--- config.mk ---
export PLATFORM = sky130hd
export DESIGN_NAME = ps2_scancode_decoder
export DESIGN_NICKNAME = d
export VERILOG_FILES = /design/src/rtl/ps2_scancode_decoder.sv
export SDC_FILE = /design/constraint.sdc
export NUM_CORES = 1
export LEC_CHECK = 0
export ABC_AREA = 1
export CAP_MARGIN = 20
export CORE_UTILIZATION = 42
export CTS_CLUSTER_SIZE = 40
export DETAILED_ROUTE_END_ITERATION = 6
export HOLD_SLACK_MARGIN = 0.15
export PLACE_DENSITY_LB_ADDON = 0.15
export SETUP_SLACK_MARGIN = 0.02
export SYNTH_ARGS = -nofsm -noshare
export SYNTH_HDL_FRONTEND = slang
export SYNTH_SLANG_ARGS = --single-unit
--- constraint.sdc ---
create_clock -name clk -period 1.5 [get_ports clk]
set_input_delay 0.225 -clock clk [delete_from_list [all_inputs] [get_ports clk]]
set_output_delay 0.225 -clock clk [all_outputs]
set_load 0.03 [all_outputs]
--- src/rtl/ps2_scancode_decoder.sv ---
// ps2_scancode_decoder
// Consumes PS/2 set-2 bytes from an upstream FIFO and tracks the most recently
// pressed key, with make/break pulses, a press counter and a sticky overflow flag.
// Optional macro PS2_DECODER_ASCII_EN: when defined, ascii is driven from a
// registered lowercase lookup (a-z, 0-9, space, enter); otherwise ascii is 0x00.
//
// Handshake to upstream: ready=1 means data holds a valid FIFO head byte. The
// decoder samples it only in H_IDLE, then pulses nextdata_n low for exactly one
// clk. It waits one more clk (H_SETTLE) so the FIFO can advance before ready is
// looked at again.
module ps2_scancode_decoder (
    input  logic       clk,
    input  logic       rst,
    input  logic [7:0] data,
    input  logic       ready,
    input  logic       overflow,
    output logic       nextdata_n,
    output logic [7:0] key_code,
    output logic       key_ext,
    output logic       key_down,
    output logic [7:0] ascii,
    output logic       make_pulse,
    output logic       break_pulse,
    output logic [7:0] press_cnt,
    output logic       ovf_sticky,
    output logic [1:0] dbg_state
);

    typedef enum logic [1:0] {
        H_IDLE   = 2'd0,
        H_POP    = 2'd1,
        H_SETTLE = 2'd2
    } h_state_t;

    h_state_t h_state;
    h_state_t h_next;

    logic e0_seen;
    logic f0_seen;

    logic capture;
    logic is_e0;
    logic is_f0;
    logic same_key;
    logic rel_hit;
    logic make_new;

    assign dbg_state = h_state;

    // Byte classification for the edge on which a byte is taken from upstream.
    assign capture  = (h_state == H_IDLE) && ready;
    assign is_e0    = (data == 8'hE0);
    assign is_f0    = (data == 8'hF0);
    assign same_key = (data == key_code) && (e0_seen == key_ext);
    assign rel_hit  = capture && !is_e0 && !is_f0 && f0_seen && key_down && same_key;
    assign make_new = capture && !is_e0 && !is_f0 && !f0_seen && !(key_down && same_key);

    // Handshake next-state logic.
    always_comb begin
        h_next = h_state;
        case (h_state)
            H_IDLE:   if (ready) h_next = H_POP;
            H_POP:    h_next = H_SETTLE;
            H_SETTLE: h_next = H_IDLE;
            default:  h_next = H_IDLE;
        endcase
    end

    // Handshake state register and registered pop strobe.
    always_ff @(posedge clk or posedge rst) begin
        if (rst) begin
            h_state    <= H_IDLE;
            nextdata_n <= 1'b1;
        end else begin
            h_state    <= h_next;
            nextdata_n <= !capture;
        end
    end

    // Protocol decode: prefix flags, key tracking, pulses and press counter.
    always_ff @(posedge clk or posedge rst) begin
        if (rst) begin
            e0_seen     <= 1'b0;
            f0_seen     <= 1'b0;
            key_code    <= 8'h00;
            key_ext     <= 1'b0;
            key_down    <= 1'b0;
            make_pulse  <= 1'b0;
            break_pulse <= 1'b0;
            press_cnt   <= 8'h00;
        end else begin
            make_pulse  <= 1'b0;
            break_pulse <= 1'b0;
            if (capture) begin
                if (is_e0) begin
                    e0_seen <= 1'b1;
                end else if (is_f0) begin
                    f0_seen <= 1'b1;
                end else if (f0_seen) begin
                    // Release of anything other than the tracked key is dropped.
                    if (rel_hit) begin
                        key_down    <= 1'b0;
                        break_pulse <= 1'b1;
                    end
                    e0_seen <= 1'b0;
                    f0_seen <= 1'b0;
                end else begin
                    // A held key re-sent by typematic repeat is not a new press.
                    if (make_new) begin
                        key_code   <= data;
                        key_ext    <= e0_seen;
                        key_down   <= 1'b1;
                        make_pulse <= 1'b1;
                        press_cnt  <= press_cnt + 8'd1;
                    end
                    e0_seen <= 1'b0;
                end
            end
        end
    end

    // Overflow is latched on any clk, independent of the handshake.
    always_ff @(posedge clk or posedge rst) begin
        if (rst) ovf_sticky <= 1'b0;
        else if (overflow) ovf_sticky <= 1'b1;
    end

`ifdef PS2_DECODER_ASCII_EN
    function automatic logic [7:0] ascii_lut(input logic [7:0] code);
        logic [7:0] a;
        a = 8'h00;
        case (code)
            8'h1C: a = 8'h61; 8'h32: a = 8'h62; 8'h21: a = 8'h63; 8'h23: a = 8'h64;
            8'h24: a = 8'h65; 8'h2B: a = 8'h66; 8'h34: a = 8'h67; 8'h33: a = 8'h68;
            8'h43: a = 8'h69; 8'h3B: a = 8'h6A; 8'h42: a = 8'h6B; 8'h4B: a = 8'h6C;
            8'h3A: a = 8'h6D; 8'h31: a = 8'h6E; 8'h44: a = 8'h6F; 8'h4D: a = 8'h70;
            8'h15: a = 8'h71; 8'h2D: a = 8'h72; 8'h1B: a = 8'h73; 8'h2C: a = 8'h74;
            8'h3C: a = 8'h75; 8'h2A: a = 8'h76; 8'h1D: a = 8'h77; 8'h22: a = 8'h78;
            8'h35: a = 8'h79; 8'h1A: a = 8'h7A;
            8'h45: a = 8'h30; 8'h16: a = 8'h31; 8'h1E: a = 8'h32; 8'h26: a = 8'h33;
            8'h25: a = 8'h34; 8'h2E: a = 8'h35; 8'h36: a = 8'h36; 8'h3D: a = 8'h37;
            8'h3E: a = 8'h38; 8'h46: a = 8'h39;
            8'h29: a = 8'h20;
            8'h5A: a = 8'h0D;
            default: a = 8'h00;
        endcase
        return a;
    endfunction

    // ASCII follows key_code; extended keys never map.
    always_ff @(posedge clk or posedge rst) begin
        if (rst) ascii <= 8'h00;
        else if (make_new) ascii <= e0_seen ? 8'h00 : ascii_lut(data);
    end
`else
    assign ascii = 8'h00;
`endif

endmodule

==> summary.md <==
| Metric | Value |
|---|---|
| Post-DP HPWL | `2.15 mm` |
| Final hold violations | `0` |
| GRT overflow | `0` |
| Total power | `2.81 mW` |
| Skew-Pair Late Insertion Delay | `0.33 ns` |
| Top-count cell post-synth | `nand2_1` |
| Hold buffers post-CTS | `0` |
| Final worst path period share | `94.4%` |
| Sequential share of the synthesized area | `44.1%` |
| Reg clk slew, reported paths | `0.14 ns` |
| Setup TNS | `0 ns` |
| Final RePlAce weighted congestion | `0.824` |
| Post-DRT Antenna Nets | `0` |
| Main synth FF type | `dfrtp_1` |
| # diodes | `0` |
| Slowest CP cell | `dfrtp_1` |
| CP Launch Type | `flop` |
| Run status | `finished, final reports clean` |
| Vias | `1,299` |
| Stages on the worst setup path | `1` |
| Initial core utilization | `43.9%` |
| Area of the core | `3360 µm²` |
| Clk_skew | `0.00354 ns` |
| Pin count of the biggest net entering global routing | `27` |
| DP Area | `1920 µm²` |
| Fmax | `706 MHz` |
| Number of DRC markers in iteration 0 | `45` |
| Top cells by count, synth | `nand2_1 (76), inv_1 (27), dfrtp_1 (25)` |
| Fill cells | `345` |
| CTS H-tree depth | `1` |
| Placed insts | `285` |
| Drt drc | `0` |
| Sinks on Clock Net | `26` |
| Syn Inst Count | `197` |
| DIE HEIGHT | `61.3 µm` |
| Crit end category | `output pin` |
| Syn avg cell area | `7.50 µm²` |
| Ranking of synthesized cells by area | `dfrtp_1 (42%), nand2_1 (19%), inv_1 (6.9%)` |
| Global-route wire length before repair | `5.03 mm` |
| Wire per inst | `10.6 µm` |
| Mapped Area | `1480 µm²` |
| Max-cap check violation count | `0` |
| Cell Count, Final, Fillers Out | `290` |
| Async set-reset flop share out of synthesis | `100%` |
| Layout cells sized above 1 | `16.8%` |
| EDFF count, synth | `0` |
| Area grow syn2layout | `32.9%` |
| Core Rows | `21` |
| Worst Hold Class | `input pin to asynchronous set/reset pin` |
| Leading area contributor after synthesis | `dfrtp_1` |
| Crit-path max FO | `5` |
| Leak pwr | `1.14 nW` |
| Root Driver | `clkbuf_4` |
| All-layer global routing usage | `18.3%` |
| DIE WIDTH | `61.3 µm` |
| First-pass iteration count of the detailed router | `4` |
| Final Setup Violations | `0` |
| Worst Path Required | `1.27 ns` |
| CP max stage delay | `0.45 ns` |
| Fin area | `1960 µm²` |
| Initial antenna violation count | `0` |
| Top Ports | `44` |
| Reg2Reg Depth | `7` |
| Clock Tree Buf Depth | `2` |
| Period minus WS final | `1.42 ns` |
| Synth cell types | `24` |
| Via/cell ratio | `4.48` |
| DRT Wirelength | `3.08 mm` |
| VDD IR-drop max | `0.000721 V` |
| CP cell instances | `dlygate4sd2_1` |
| Layout Nets | `258` |
| Arr. time, crit path | `1.19 ns` |
| CTS tree | `yes` |
| Synth Register Bits | `26` |
| Max Slew Vio Count | `0` |
| Number of global-route vias before repair | `1,115` |
| # port buffers | `35` |
| CP top delay family | `flip-flops` |
| Yosys warnings | `0` |
| Critical path class | `flop to output pin` |
| RSZ-0062 raised after global routing | `true` |
| CP Buf/Inv Count | `1` |
| Top-area cell type share of the netlist area | `42.3%` |
| Pwr/cell area | `1430 nW/µm²` |
| CTS Buf Count | `3` |
| Final core utilization | `58.4%` |
| Die Area | `3760 µm²` |
[repair_timing]
action / 4_1_cts / 5_1_grt
endpoints found under the hold margin: 0 / 0
pin swaps: 0 / 2
cloned: 0 / 1
setup endpoints to repair: 24 / 23
setup buffers: 0 / 0
resized for setup: 25 / 17
[registers in the layout (all words and copies together) (netlist names)]
register	cells
f0_seen	1
key_ext	1
press_cnt	8
e0_seen	1
ovf_sticky	1
break_pulse	1
make_pulse	1
key_down	1
dbg_state	2
key_code	8
nextdata_n	1
[cell families (layout without fill, tap and decap cells)]
logic type | Yosys count | count (layout) | synth area share (%)
compound gates | 3 | 3 | 1.78
xor+xnor | 7 | 7 | 4.15
fa+ha+maj | 1 | 1 | 0.847
buf+inv | 39 | 78 | 12.8
flops | 26 | 26 | 44.1
other cells | 1 | 8 | 0.254
simple gates | 120 | 121 | 36.1
[final timing paths]
path | to | start | slack (ns)
hold reg to reg | dbg_state[1]$_DFFE_PP0P_ | dbg_state[1]$_DFFE_PP0P_ | 0.45
max in group asynchronous | nextdata_n$_DFF_PP1_ | rst | 0.97
hold / removal | key_down$_DFFE_PP0P_ | rst | 0.24
min in group clk | dbg_state[1]$_DFFE_PP0P_ | dbg_state[1]$_DFFE_PP0P_ | 0.45
setup / recovery | press_cnt[5] | press_cnt[5]$_DFFE_PP0P_ | 0.08
setup reg to reg | key_code[3]$_DFFE_PP0P_ | dbg_state[1]$_DFFE_PP0P_ | 0.11
[where the power goes]
part | internal (mW) | leakage, nW | switching [mW]
combinational | 0.475 | 0.799 | 0.893
clock | 0.149 | 0.0210 | 0.216
sequential | 0.902 | 0.317 | 0.181
[layer usage]
metal | part of all wire [%] | wire length, µm | up-vias | global-route usage (%)
met4 | 1.1 | 33 | 0 | 5.84
met5 | 0 | 0 | - | 0
met2 | 48 | 1480 | 27 | 28.3
met3 | 2.8 | 86 | 4 | 2.52
li1 | - | - | 670 | -
met1 | 48 | 1470 | 598 | 26.5
[cell usage in the layout, fill, tap and decap left out, types with 2 or more instances in the layout]
| cell | count |
|---|---|
| nand2_4 | 3 |
| buf_4 | 9 |
| inv_2 | 2 |
| nand2_2 | 2 |
| dfrtp_2 | 6 |
| nand3_1 | 18 |
| xor2_1 | 4 |
| clkdlybuf4s15_1 | 2 |
| conb_1 | 8 |
| buf_6 | 2 |
| nor2_2 | 3 |
| nor2_1 | 13 |
| nor2_8 | 2 |
| dlygate4sd2_1 | 20 |
| a21oi_1 | 2 |
| nand2_1 | 74 |
| inv_1 | 26 |
| clkdlybuf4s50_1 | 11 |
| dfrtp_1 | 19 |
| clkbuf_2 | 2 |
| xnor2_1 | 3 |
| clkbuf_4 | 3 |
[layout make-up]
cell class	count	area (µm²)	share of cell area, %
inverters	28	105	5.35
multi-input cells	140	699	35.6
clock buffers	4	36.3	1.85
well taps	46	57.6	2.93
flip-flops and latches	26	659	33.6
repair buffers	46	405	20.7
[worst register-to-register path, stage by stage (launching register included)]
cell	delay (ns)
dfrtp_2	0.43
or2_4	0.27
nor2_8	0.10
nand2_4	0.07
nor2_8	0.10
buf_4	0.20
nand3_1	0.10
nand2_1	0.07
[stage by stage]
stage | setup WS, ns | hold slack, ns
6_report | 0.0840 | 0.237
3_5_place_dp | -0.316 | 0.436
2_1_floorplan | -0.0377 | 0.264
4_1_cts | 0.0244 | 0.244
3_3_place_gp | -0.325 | 0.432
5_1_grt | 0.00361 | 0.252
Power figures use the tool's default switching activity.
